[config.mk]
export PLATFORM = sky130hd
export DESIGN_NAME = muldiv_sequencer
export DESIGN_NICKNAME = d
export VERILOG_FILES = /design/src/rtl/muldiv_sequencer.sv
export SDC_FILE = /design/constraint.sdc
export NUM_CORES = 1
export LEC_CHECK = 0
export CORE_MARGIN = 2
export CORE_UTILIZATION = 50
export DETAILED_ROUTE_END_ITERATION = 8
export PLACE_DENSITY = 0.77
export REMOVE_ABC_BUFFERS = 1
export SKIP_LAST_GASP = 1
export SLEW_MARGIN = 20
export SYNTH_ARGS = -nofsm -noshare
export SYNTH_HDL_FRONTEND = slang
export SYNTH_SLANG_ARGS = --single-unit
[constraint.sdc]
create_clock -name clk -period 4.1 [get_ports clk]
set_input_delay 0.82 -clock clk [delete_from_list [all_inputs] [get_ports clk]]
set_output_delay 0.82 -clock clk [all_outputs]
set_load 0.02 [all_outputs]
[src/rtl/muldiv_sequencer.sv]
// -----------------------------------------------------------------------------
// muldiv_sequencer
//
// Multicycle sequencer for the unsigned MULTU/DIVU datapath and the HI/LO
// register pair. A multiply runs a shift-add loop, a divide runs a restoring
// divider. Each retires one bit per cycle, and the result is committed to HI/LO
// when the iteration counter expires.
//
// Optional build macro:
//   MULDIV_EARLY_OUT_EN - a multiply commits as soon as the multiplier bits that
//                         have not been consumed are all zero. The accumulator
//                         is shifted by the remaining count in that same step.
//
// Ports:
//   clk          in   system clock
//   rst_n        in   asynchronous active-low reset
//   start_multu  in   request hi:lo = op_a * op_b (wins if both starts are high)
//   start_divu   in   request lo = op_a / op_b, hi = op_a % op_b
//   op_a, op_b   in   rs / rt operands, WIDTH bits
//   mf_req       in   MFHI/MFLO present in the execute stage
//   flush        in   abort an in-flight operation; also blocks a start in IDLE/DONE
//   hi, lo       out  HI/LO registers
//   busy         out  an operation is iterating (MUL or DIV)
//   done         out  one-cycle pulse after a commit
//   stall        out  busy & (mf_req | start_multu | start_divu)
//   div0         out  sticky divide-by-zero flag, cleared by the next accepted start
//
// State | meaning
// ------+-----------------------------------------------------------
// IDLE  | no operation; starts are accepted here
// MUL   | shift-add multiply iterating
// DIV   | restoring divide iterating (exits after one cycle for op_b == 0)
// DONE  | HI/LO were just written; done=1; starts are accepted here
// -----------------------------------------------------------------------------
module muldiv_sequencer #(
    parameter int WIDTH = 32,
    parameter int CNT_W = $clog2(WIDTH) + 1
) (
    input  logic             clk,
    input  logic             rst_n,
    input  logic             start_multu,
    input  logic             start_divu,
    input  logic [WIDTH-1:0] op_a,
    input  logic [WIDTH-1:0] op_b,
    input  logic             mf_req,
    input  logic             flush,
    output logic [WIDTH-1:0] hi,
    output logic [WIDTH-1:0] lo,
    output logic             busy,
    output logic             done,
    output logic             stall,
    output logic             div0
);

    typedef enum logic [1:0] {
        S_IDLE = 2'd0,
        S_MUL  = 2'd1,
        S_DIV  = 2'd2,
        S_DONE = 2'd3
    } state_t;

    state_t r_state;
    state_t w_state_nxt;

    // r_acc: for a multiply, the upper half accumulates the product and the
    // lower half holds the multiplier, which shifts out from the bottom. For a
    // divide, the lower half holds the dividend, which shifts out from the top
    // while quotient bits shift in from the bottom.
    logic [2*WIDTH-1:0] r_acc;
    logic [WIDTH-1:0]   r_rem;     // partial remainder (always < divisor)
    logic [WIDTH-1:0]   r_opnd;    // multiplicand or divisor
    logic [CNT_W-1:0]   r_cnt;
    logic [WIDTH-1:0]   r_hi;
    logic [WIDTH-1:0]   r_lo;
    logic               r_div0;

    logic               w_idle_like;
    logic               w_accept;
    logic               w_last;

    logic [WIDTH:0]     w_mul_sum;
    logic [2*WIDTH-1:0] w_mul_step;
    logic [2*WIDTH-1:0] w_mul_result;
    logic               w_mul_done;

    logic [WIDTH:0]     w_div_sh;
    logic [WIDTH:0]     w_div_diff;
    logic               w_div_ge;
    logic [WIDTH-1:0]   w_div_rem;
    logic [WIDTH-1:0]   w_div_quo;
    logic               w_div_zero;
    logic               w_div_done;

`ifdef MULDIV_EARLY_OUT_EN
    logic               w_rest_zero;
    logic [CNT_W-1:0]   w_shamt;
`endif

    // ------------------------------------------------------------------
    // Datapath combinational logic
    // ------------------------------------------------------------------
    always_comb begin
        w_idle_like = (r_state == S_IDLE) || (r_state == S_DONE);
        w_accept    = w_idle_like && !flush && (start_multu || start_divu);
        w_last      = (r_cnt == CNT_W'(1));

        // Multiply step: conditionally add the multiplicand to the upper half,
        // then shift the whole accumulator right. The carry is shifted in at the top.
        w_mul_sum  = {1'b0, r_acc[2*WIDTH-1:WIDTH]} + (r_acc[0] ? {1'b0, r_opnd} : '0);
        w_mul_step = {w_mul_sum, r_acc[WIDTH-1:1]};

`ifdef MULDIV_EARLY_OUT_EN
        // After this step, bits [r_cnt-1:1] of the low half are multiplier
        // bits that have not been consumed. If they are all zero, finishing
        // the loop is only a pure shift.
        w_rest_zero = 1'b1;
        for (int i = 1; i < WIDTH; i++) begin
            if ((i < int'(r_cnt)) && r_acc[i]) begin
                w_rest_zero = 1'b0;
            end
        end
        w_shamt      = r_cnt - CNT_W'(1);
        w_mul_result = w_rest_zero ? (w_mul_step >> w_shamt) : w_mul_step;
        w_mul_done   = w_last || w_rest_zero;
`else
        w_mul_result = w_mul_step;
        w_mul_done   = w_last;
`endif

        // Restoring divide step. w_div_sh < 2*divisor. Bit WIDTH of the
        // (WIDTH+1)-bit difference is therefore set exactly when the trial
        // subtraction went negative.
        w_div_sh   = {r_rem, r_acc[WIDTH-1]};
        w_div_diff = w_div_sh - {1'b0, r_opnd};
        w_div_ge   = ~w_div_diff[WIDTH];
        w_div_rem  = w_div_ge ? w_div_diff[WIDTH-1:0] : w_div_sh[WIDTH-1:0];
        w_div_quo  = {r_acc[WIDTH-2:0], w_div_ge};
        w_div_zero = (r_opnd == '0);
        w_div_done = w_last || w_div_zero;
    end

    // ------------------------------------------------------------------
    // FSM
    // ------------------------------------------------------------------
    always_ff @(posedge clk or negedge rst_n) begin
        if (!rst_n) begin
            r_state <= S_IDLE;
        end else begin
            r_state <= w_state_nxt;
        end
    end

    always_comb begin
        w_state_nxt = r_state;
        case (r_state)
            S_IDLE, S_DONE: begin
                if (w_accept) begin
                    w_state_nxt = start_multu ? S_MUL : S_DIV;
                end else begin
                    w_state_nxt = S_IDLE;
                end
            end
            S_MUL: begin
                if (flush) begin
                    w_state_nxt = S_IDLE;
                end else if (w_mul_done) begin
                    w_state_nxt = S_DONE;
                end
            end
            S_DIV: begin
                if (flush) begin
                    w_state_nxt = S_IDLE;
                end else if (w_div_done) begin
                    w_state_nxt = S_DONE;
                end
            end
            default: w_state_nxt = S_IDLE;
        endcase
    end

    // ------------------------------------------------------------------
    // Datapath registers
    // ------------------------------------------------------------------
    always_ff @(posedge clk or negedge rst_n) begin
        if (!rst_n) begin
            r_acc  <= '0;
            r_rem  <= '0;
            r_opnd <= '0;
            r_cnt  <= '0;
            r_hi   <= '0;
            r_lo   <= '0;
            r_div0 <= 1'b0;
        end else if (w_accept) begin
            r_cnt  <= CNT_W'(WIDTH);
            r_rem  <= '0;
            r_div0 <= 1'b0;
            if (start_multu) begin
                r_acc  <= {{WIDTH{1'b0}}, op_b};
                r_opnd <= op_a;
            end else begin
                r_acc  <= {{WIDTH{1'b0}}, op_a};
                r_opnd <= op_b;
            end
        end else if ((r_state == S_MUL || r_state == S_DIV) && flush) begin
            // Abort: HI/LO and div0 keep their previous values.
            r_cnt <= '0;
        end else if (r_state == S_MUL) begin
            r_acc <= w_mul_result;
            r_cnt <= r_cnt - CNT_W'(1);
            if (w_mul_done) begin
                r_hi  <= w_mul_result[2*WIDTH-1:WIDTH];
                r_lo  <= w_mul_result[WIDTH-1:0];
                r_cnt <= '0;
            end
        end else if (r_state == S_DIV) begin
            if (w_div_zero) begin
                r_hi   <= r_acc[WIDTH-1:0];
                r_lo   <= '1;
                r_div0 <= 1'b1;
                r_cnt  <= '0;
            end else begin
                r_rem            <= w_div_rem;
                r_acc[WIDTH-1:0] <= w_div_quo;
                r_cnt            <= r_cnt - CNT_W'(1);
                if (w_last) begin
                    r_hi <= w_div_rem;
                    r_lo <= w_div_quo;
                end
            end
        end
    end

    // ------------------------------------------------------------------
    // Outputs
    // ------------------------------------------------------------------
    assign hi    = r_hi;
    assign lo    = r_lo;
    assign div0  = r_div0;
    assign busy  = (r_state == S_MUL) || (r_state == S_DIV);
    assign done  = (r_state == S_DONE);
    assign stall = busy && (mf_req || start_multu || start_divu);

endmodule

==> out/results.ini, run 1 <==
[final_layout]
drive_above_1_share_pct=6.957
fin_cells=2141
layout_commonest_cell=nand2_1
fin_nets=1891
n_fill_cell=2367
syn_to_final_growth_pct=20.54
design_area_mm2=0.01669
mostFrequentLayoutCells=nand2_1, dfrtp_1, o21ai_0, clkdlybuf4s50_1, a21oi_1
seqCellArea_mm2=0.005030
multi_input_area_mm2=0.008220
fin_util_pct=61.57

[synth]
yosysWarnings=0
mappedNetlistArea_mm2=0.01384
ys_types=75
synth_edf_count=0
synth-seq-area-share_pct=36.33
postSynthCellCount=1640
synthFlopType=dfrtp_1
synthArstFlopShare_pct=100.0
syn_avg_cell_area_um2=8.441
ys_ff_latch=201

[cts]
cts_buffers=24
cts_hold_buffers=0
clk_pin_slew_ns=0.06
cts_tree=built
root_buffer=clkbuf_16
htree_num_levels=1
clk_latency_ns=0.53
cts-resized-gates=0
cts_sinks=201
clockBufferDepth=3
post_cts_buffers=0

[worst_setup_path]
r2r_setup_slack_ns=0.23
timing.rr.start=r_acc[31]
critical_path.top_delay_family=compound AO/OA/AOI/OAI gates
worstReg2RegEnd=hi[16]
crit_path_top_delay_cell=fa_1
path_cells=inv_1 > ha_1 > fa_1 > nand2b_1 > a21oi_1 > o21a_1 > a221o_1 > a311oi_4 > xnor2_2 > buf_12 > mux2_4 > a222oi_1 > o21ai_1
end_kind=register
critPathKind=register to register
worstPathArrival_ns=4.25
startpoint_type=register
crit_fanout=38
reg2reg_depth=13
slowest_delay_ns=0.41
cp_data_required_time_ns=4.48
crit_buf_inv=2

[drt]
drt_iter0_markers=1357
drc=0
routed_wl_mm=46.90
postRouteAntennaNets=0
wl_per_cell_um=21.91
drt-vias-per-instance=6.256
drt-pass1-iter-count=5
vias=13394

[timing]
fmax_mhz=258.6
relSlewSlack_pct=24.92
hold_ws_ns=0.3888
rsz0062_at_grt=false
slew_violations=0
clock_skew_ns=0.01545
finalHoldViolations=0
worst_slack_ns=0.2331
tightest_slew_ns=1.122
min_period_over_period_pct=94.31
period_minus_slack_ns=3.867
tns_ns=0
finalSetupViolCount=0

[pwr]
seq_power_share_pct=23.9
peakVddDrop_uv=595.4
power_mw=16.01
switchingPower_mw=7.769
p_leak_nw=7.310
clockPowerShare_pct=14.8
p_sw_share_pct=48.54
power.density_mw_per_mm2=959.3
pwr-share-comb_pct=61.4
intPower_mw=8.237

[grt]
grtUsageTotal_pct=32.50
grt_max_degree=102
grt_pass1_vias=12722
grt_overflow=0
antenna_found_initial=1
grt_pass1_wl_mm=73.06

[die]
die_w_um=170.4
ioPinCount=138
num_rows=60
start_util_pct=51.08
die_area_mm2=0.02903
die_h_um=170.4
core_area_mm2=0.02710

[outcome]
outcome=finished, final reports clean

[placement]
place_area_mm2=0.01581
dp_slack_ns=0.3421
port_buffers=137
finalWeightedCongestion=0.9780
hpwl_mm=33.83
place_inst=2096

[min_path]
hp-class=primary input to async pin

[run]
maxCapViolCount=0

==> power groups by stage <==
stage	Combinational [mW]	Clock (mW)	Sequential, mW
CTS	9.68	2.38	3.76
floorplan	6.33	0	3.66
global route	10.7	2.46	3.89
finish	9.82	2.36	3.82
global placement	9.45	0	3.77
detailed placement	9.61	0	3.78
==> synthesized netlist by cell type (all sizes together) (20+ instances only) <==
library cell / number / area, um^2
a21o: 26 / 195.2
a21oi: 127 / 635.6
a221o: 38 / 380.4
a31oi: 20 / 125.1
and2: 39 / 244.0
clkbuf: 101 / 379.1
dfrtp: 201 / 5030
ha: 69 / 863.3
inv: 59 / 221.5
mux2i: 56 / 560.5
nand2: 205 / 769.5
nand3b: 32 / 240.2
nor2: 81 / 304.0
nor3b: 35 / 262.8
o21ai: 211 / 1056
or3: 36 / 225.2
xnor2: 30 / 262.8
xor2: 24 / 217.7
==> logic make-up after synthesis <==
kind of cell / Yosys count / share of synthesized area, %
compound gates: 550 / 25.02
mux: 63 / 4.673
fa+ha+maj: 71 / 6.526
xor+xnor: 54 / 3.471
flops: 201 / 36.33
simple gates: 530 / 19.25
buf+inv: 171 / 4.727
==> worst max path at each step <==
stage / slack [ns] / endpoint / startpoint / depth (start not counted)
2_1_floorplan: -4.01 / hi[20] / r_state[1] / 8
3_3_place_gp: 0.44 / hi[3] / r_opnd[5] / 12
3_5_place_dp: 0.34 / hi[16] / r_acc[31] / 13
4_1_cts: 0.22 / hi[16] / r_acc[31] / 13
5_1_grt: 0.02 / hi[16] / r_acc[31] / 13
6_report: 0.23 / hi[16] / r_acc[31] / 13
==> registers in the layout (all words and copies together), names as in the netlist <==
signal	flops
div0	1
r_rem	32
r_cnt	6
r_opnd	32
hi	32
r_acc	64
lo	32
r_state	2
==> area by class of cell <==
cell class | instances | share of cell area, %
Timing Repair Buffer | 195 | 11.20
Antenna cell | 1 | 0.01500
Tap cell | 372 | 2.789
Inverter | 60 | 1.350
Clock buffer | 33 | 4.229
Multi-Input combinational cell | 1268 | 49.27
Sequential cell | 201 | 30.14
Clock inverter | 11 | 1.012
==> layer usage <==
metal	GRT usage (%)	share of wire (%)
met3	6.372	9.7
met1	49.05	46
met2	47.19	42
met5	0	0
met4	9.179	2.7
Power figures use the tool's default switching activity.
==> inputs of run 2 (changes only) <==
Settings changed: PLACE_DENSITY 0.77 to not set, PLACE_DENSITY_LB_ADDON set to 0.08, TNS_END_PERCENT set to 20.
==> run 2 against run 1 <==
  * Cell count about the same
  * Fmax down 0.68%
  * Sequential cell count unchanged
  * Sequential power about the same
  * Design area down 0.29%
  * Die area unchanged
  * Largest power group unchanged
  * Critical endpoint is now hi[11]
==> out/results.ini, run 2 (synthesis gave the netlist of run 1 again) <==
[outcome]
outcome=finished, final reports clean

[timing]
relSlewSlack_pct=40.42  ; +16 points
min_period_over_period_pct=94.96  ; +0.64 points
period_minus_slack_ns=3.893  ; +0.02640 ns
rsz0062_at_grt=false
slew_violations=0  ; unchanged
hold_ws_ns=0.3051  ; -0.08368 ns
clock_skew_ns=0.01399  ; -0.001462 ns
tightest_slew_ns=0.8904  ; -0.2317 ns
finalHoldViolations=0  ; unchanged
finalSetupViolCount=0  ; unchanged
fmax_mhz=256.9  ; -0.68%

[final_layout]
design_area_mm2=0.01664  ; -0.29%
top_register=r_acc
multi_input_area_mm2=0.008232  ; +0.14%
drive_above_1_share_pct=7.006  ; +0.049 points
mostFrequentLayoutCells=nand2_1, dfrtp_1, o21ai_0, clkdlybuf4s50_1, a21oi_1
fin_nets=1893  ; +0.11%
fin_util_pct=61.39  ; -0.18 points
layout_commonest_cell=nand2_1
n_fill_cell=2413  ; +1.9%
seqCellArea_mm2=0.005030  ; unchanged
largest_reg_flops=64  ; unchanged
n_antenna_cell=0  ; -1
syn_to_final_growth_pct=20.18

[worst_setup_path]
startpoint_type=register
critical_path.top_delay_family=compound AO/OA/AOI/OAI gates
crit_buf_inv=2  ; unchanged
end_kind=register
cp_data_required_time_ns=4.49  ; about the same
crit_fanout=38  ; unchanged
reg2reg_depth=12  ; -1
crit_path_top_delay_cell=a311oi_4
path_cells=inv_1 > ha_1 > a21o_1 > or3_1 > o21a_1 > a221o_1 > a311oi_4 > xnor2_2 > buf_12 > mux2_4 > a222oi_1 > o21ai_1
r2r_setup_slack_ns=0.21  ; -0.03 ns
worstPathArrival_ns=4.28  ; +0.03 ns
timing.rr.start=r_opnd[5]
critPathKind=register to register
slowest_delay_ns=0.43  ; +0.02 ns
worstReg2RegEnd=hi[11]

[grt]
grtUsageTotal_pct=33.16  ; +0.66 points
grt_pass1_vias=12707  ; -0.12%
grt_overflow=0  ; unchanged
grt_pass1_wl_mm=74.21  ; +1.6%
grt_max_degree=73  ; -28%
antenna_found_initial=1  ; unchanged

[cts]
cts_tree=built
root_buffer=clkbuf_16
htree_num_levels=1  ; unchanged
cts_buffers=24  ; unchanged
clockBufferDepth=3  ; unchanged
cts_sinks=201  ; unchanged
clk_latency_ns=0.53  ; about the same
post_cts_buffers=0  ; unchanged
clk_pin_slew_ns=0.06  ; about the same

[pwr]
p_sw_share_pct=48.69  ; +0.15 points
intPower_mw=8.165  ; -0.87%
peakVddDrop_uv=528.0  ; -11%
seq_power_share_pct=24.0  ; about the same
clockPowerShare_pct=13.6  ; -1.2 points
switchingPower_mw=7.747  ; -0.29%
pwr-share-comb_pct=62.4  ; +1.0 points
p_leak_nw=7.291  ; -0.26%
power.density_mw_per_mm2=956.4  ; -0.30%
power_mw=15.91  ; -0.59%

[placement]
place_area_mm2=0.01583  ; +0.11%
hpwl_mm=34.69  ; +2.5%
port_buffers=137  ; unchanged
finalWeightedCongestion=0.9810  ; +0.31%

[drt]
drt_iter0_markers=1399  ; +3.1%
routed_wl_mm=47.57  ; +1.4%
postRouteAntennaNets=0  ; unchanged
drt-pass1-iter-count=6  ; +1
vias=13300  ; -0.70%
wl_per_cell_um=22.21  ; +1.4%
drc=0  ; unchanged
drt-vias-per-instance=6.209  ; -0.75%

[die]
start_util_pct=51.08  ; unchanged
die_h_um=170.4  ; unchanged
core_area_mm2=0.02710  ; unchanged
num_rows=60  ; unchanged
die_area_mm2=0.02903  ; unchanged
die_w_um=170.4  ; unchanged
ioPinCount=138  ; unchanged

[min_path]
hp-class=primary input to async pin

[run]
maxCapViolCount=0  ; unchanged

[run 2: cell count changes in the layout (fill, tap and decap cells not counted), moves of 2 or more]
cell,before,now
clkbuf_8,6,8
clkbuf_1,3,6
buf_4,53,55
bufinv_16,4,1
clkinv_4,3,0
[run 2: timing repair]
item,in CTS,in global routing
hold buffers,0,0
gates resized for setup,0,2
setup endpoints to repair,0,4
[run 2: layout make-up]
cell class                      instances  share of cell area, %
Sequential cell                       201                  30.23
Tap cell                              372                  2.798
Timing Repair Buffer                  197                  11.32
Clock buffer                           38                  4.475
Inverter                               60                  1.354
Clock inverter                          6                 0.3459
Multi-Input combinational cell       1268                  49.48
[run 2: per-layer routing]
metal | track usage [%] | wire (um)
met3 | 6.721 | 4597
met1 | 51.38 | 22460
met2 | 46.94 | 19370
met5 | 0 | 10
met4 | 8.027 | 1133
[run 2: worst reg2reg max path, delay by kind of cell (launching register included)]
| family | cells | cell delay [ns] |
|---|---|---|
| flops | 1 | 0.42 |
| fa+ha+maj | 1 | 0.34 |
| mux | 1 | 0.36 |
| compound gates | 6 | 1.78 |
| simple gates | 1 | 0.32 |
| buf+inv | 2 | 0.35 |
| xor+xnor | 1 | 0.18 |
[run 2: worst max path at each step]
stage / startpoint / end / slack [ns] / cells past startpoint
2_1_floorplan: r_state[1] / hi[20] / -4.01 / 8
6_report: r_opnd[5] / hi[11] / 0.21 / 12
3_5_place_dp: r_acc[0] / hi[30] / 0.18 / 13
4_1_cts: r_acc[0] / hi[30] / 0.15 / 13
3_3_place_gp: r_acc[0] / hi[30] / 0.23 / 13
5_1_grt: r_opnd[5] / hi[11] / 0.0003 / 12
[run 2: stage by stage]
stage	TNS [ns]	setup slack, ns	std cells
floorplan	-281.35	-4.011	1529
global placement	0	0.2260	2098
detailed placement	0	0.1846	2098
CTS	0	0.1491	2142
global route	0	0.0003149	2142
finish	0	0.2067	2142
[run 2: power by group through the flow]
stage          clock network [mW]  logic, mW  registers, mW
6_report                     2.17       9.92           3.82
3_3_place_gp                    0       9.62           3.78
4_1_cts                      2.21       9.78           3.76
5_1_grt                      2.27       10.8           3.88
2_1_floorplan                   0       6.33           3.66
3_5_place_dp                    0       9.72           3.78
==> inputs of run 3 (changes only) <==
Settings changed: CORE_MARGIN 2 to not set.
==> run 3 against run 2 <==
  * Non-clock buffer count up 13
  * Count of clock-buffer cells in the layout up 1
  * Worst hold slack better by 0.049 ns
  * Wire length down 0.11%
  * Sequential share of layout area down 0.079 points
  * Critical path type unchanged
==> out/results.ini, run 3 (synthesis gave the netlist of run 1 again) <==
[timing]
tightest_slew_ns=0.9248  ; +0.03442 ns
period_minus_slack_ns=3.872  ; -0.02106 ns
relSlewSlack_pct=38.11  ; -2.3 points
fmax_mhz=258.3  ; +0.54%
slew_violations=0  ; unchanged
min_period_over_period_pct=94.44  ; -0.51 points
tns_ns=0  ; unchanged
finalSetupViolCount=0  ; unchanged
hold_ws_ns=0.3544  ; +0.04929 ns
clock_skew_ns=0.01684  ; +0.002851 ns
finalHoldViolations=0  ; unchanged
rsz0062_at_grt=false

[final_layout]
n_antenna_cell=0  ; unchanged
fin_util_pct=61.72  ; +0.33 points
layout_commonest_cell=nand2_1
n_fill_cell=2384  ; -1.2%
largest_reg_flops=64  ; unchanged
multi_input_area_mm2=0.008232  ; unchanged
drive_above_1_share_pct=7.572  ; +0.57 points
mostFrequentLayoutCells=nand2_1, dfrtp_1, o21ai_0, clkdlybuf4s50_1, a21oi_1
seqCellArea_mm2=0.005030  ; unchanged
syn_to_final_growth_pct=20.50
top_register=r_acc
fin_cells=2124  ; -0.84%
fin_nets=1907  ; +0.74%

[drt]
drc=0  ; unchanged
drt-pass1-iter-count=6  ; unchanged
routed_wl_mm=47.52  ; -0.11%
wl_per_cell_um=22.37  ; +0.73%
postRouteAntennaNets=0  ; unchanged
drt-vias-per-instance=6.264  ; +0.89%
vias=13305  ; +0.038%
drt_iter0_markers=1400  ; +0.071%

[cts]
cts_hold_buffers=0  ; unchanged
htree_num_levels=1  ; unchanged
cts_tree=built
root_buffer=clkbuf_16
cts_sinks=201  ; unchanged
cts_buffers=25  ; +4.2%
clk_pin_slew_ns=0.06  ; about the same
clockBufferDepth=3  ; unchanged
clk_latency_ns=0.53  ; about the same

[worst_setup_path]
critical_path.top_delay_family=compound AO/OA/AOI/OAI gates
crit_buf_inv=2  ; unchanged
startpoint_type=register
crit_path_frequent_cell=a221o_1
crit_fanout=16  ; -58%
crit_path_top_delay_cell=a311oi_4
path_cells=inv_1 > ha_1 > a21o_1 > or3_1 > o21a_1 > a221o_1 > a311oi_4 > xnor2_4 > buf_4 > nor2_1 > a221o_1 > o32a_1
worstPathArrival_ns=4.28  ; about the same
critPathKind=register to register
cp_data_required_time_ns=4.51  ; +0.02 ns
slowest_delay_ns=0.48  ; +0.05 ns
end_kind=register

[die]
start_util_pct=51.22  ; +0.14 points
die_w_um=168.4  ; -1.2%
die_h_um=168.4  ; -1.2%
die_area_mm2=0.02836  ; -2.3%
ioPinCount=138  ; unchanged
core_area_mm2=0.02703  ; -0.28%
num_rows=60  ; unchanged

[pwr]
p_leak_nw=7.351  ; +0.81%
peakVddDrop_uv=618.7  ; +17%
power_mw=16.00  ; +0.58%
power.density_mw_per_mm2=959.4  ; +0.32%

[outcome]
outcome=finished, final reports clean

[placement]
finalWeightedCongestion=0.9646  ; -1.7%
place_inst=2079  ; -0.91%
port_buffers=137  ; unchanged
hpwl_mm=34.84  ; +0.43%

[grt]
antenna_found_initial=1  ; unchanged
grt_max_degree=103  ; +41%
grt_pass1_vias=12608  ; -0.78%
grtUsageTotal_pct=34.03  ; +0.86 points
grt_overflow=0  ; unchanged
grt_pass1_wl_mm=74.40  ; +0.25%

[min_path]
hp-class=primary input to async pin

[run]
maxCapViolCount=0  ; unchanged

[run 3: layer usage]
layer  track usage [%]  part of all wire (%)
met1             52.30                    47
met5                 0                 0.027
met2             47.50                    41
met4             7.905                   2.1
met3             8.228                   9.9
[run 3: timing repair]
action | in CTS | in global routing
resized for setup | 0 | 1
endpoints found under the setup margin | 0 | 8
setup buffers | 0 | 1
[run 3: layout make-up]
| cell class | count | area share [%] |
|---|---|---|
| multi-input cells | 1268 | 49.35 |
| flip-flops and latches | 201 | 30.15 |
| repair buffers | 210 | 11.72 |
| clock buffers | 39 | 4.545 |
| well taps | 341 | 2.558 |
| inverters | 60 | 1.350 |
| clock inverters | 5 | 0.3225 |
[run 3: final timing paths]
check | to | slack [ns] | from | cells after the start
setup / recovery | hi[29] | 0.23 | r_opnd[5] | 12
hold / removal | r_cnt[2] | 0.35 | rst_n | 1
setup reg to reg | hi[29] | 0.23 | r_opnd[5] | 12
hold reg to reg | lo[8] | 0.48 | lo[8] | 2
max in group asynchronous | r_rem[31] | 2.79 | rst_n | 2
min in group clk | lo[8] | 0.48 | lo[8] | 2
[run 3: through the flow]
stage	instance area (um^2)	setup slack, ns
2_1_floorplan	13410	-4.011
3_3_place_gp	15850	0.1679
3_5_place_dp	15850	0.1259
4_1_cts	16660	0.07844
5_1_grt	16680	0.009055
6_report	16680	0.2278
[run 3: power by group]
| group | internal, mW | switching, mW |
|---|---|---|
| registers | 2.80 | 0.928 |
| clock network | 1.32 | 0.879 |
| logic | 4.13 | 5.94 |
| total | 8.25 | 7.75 |
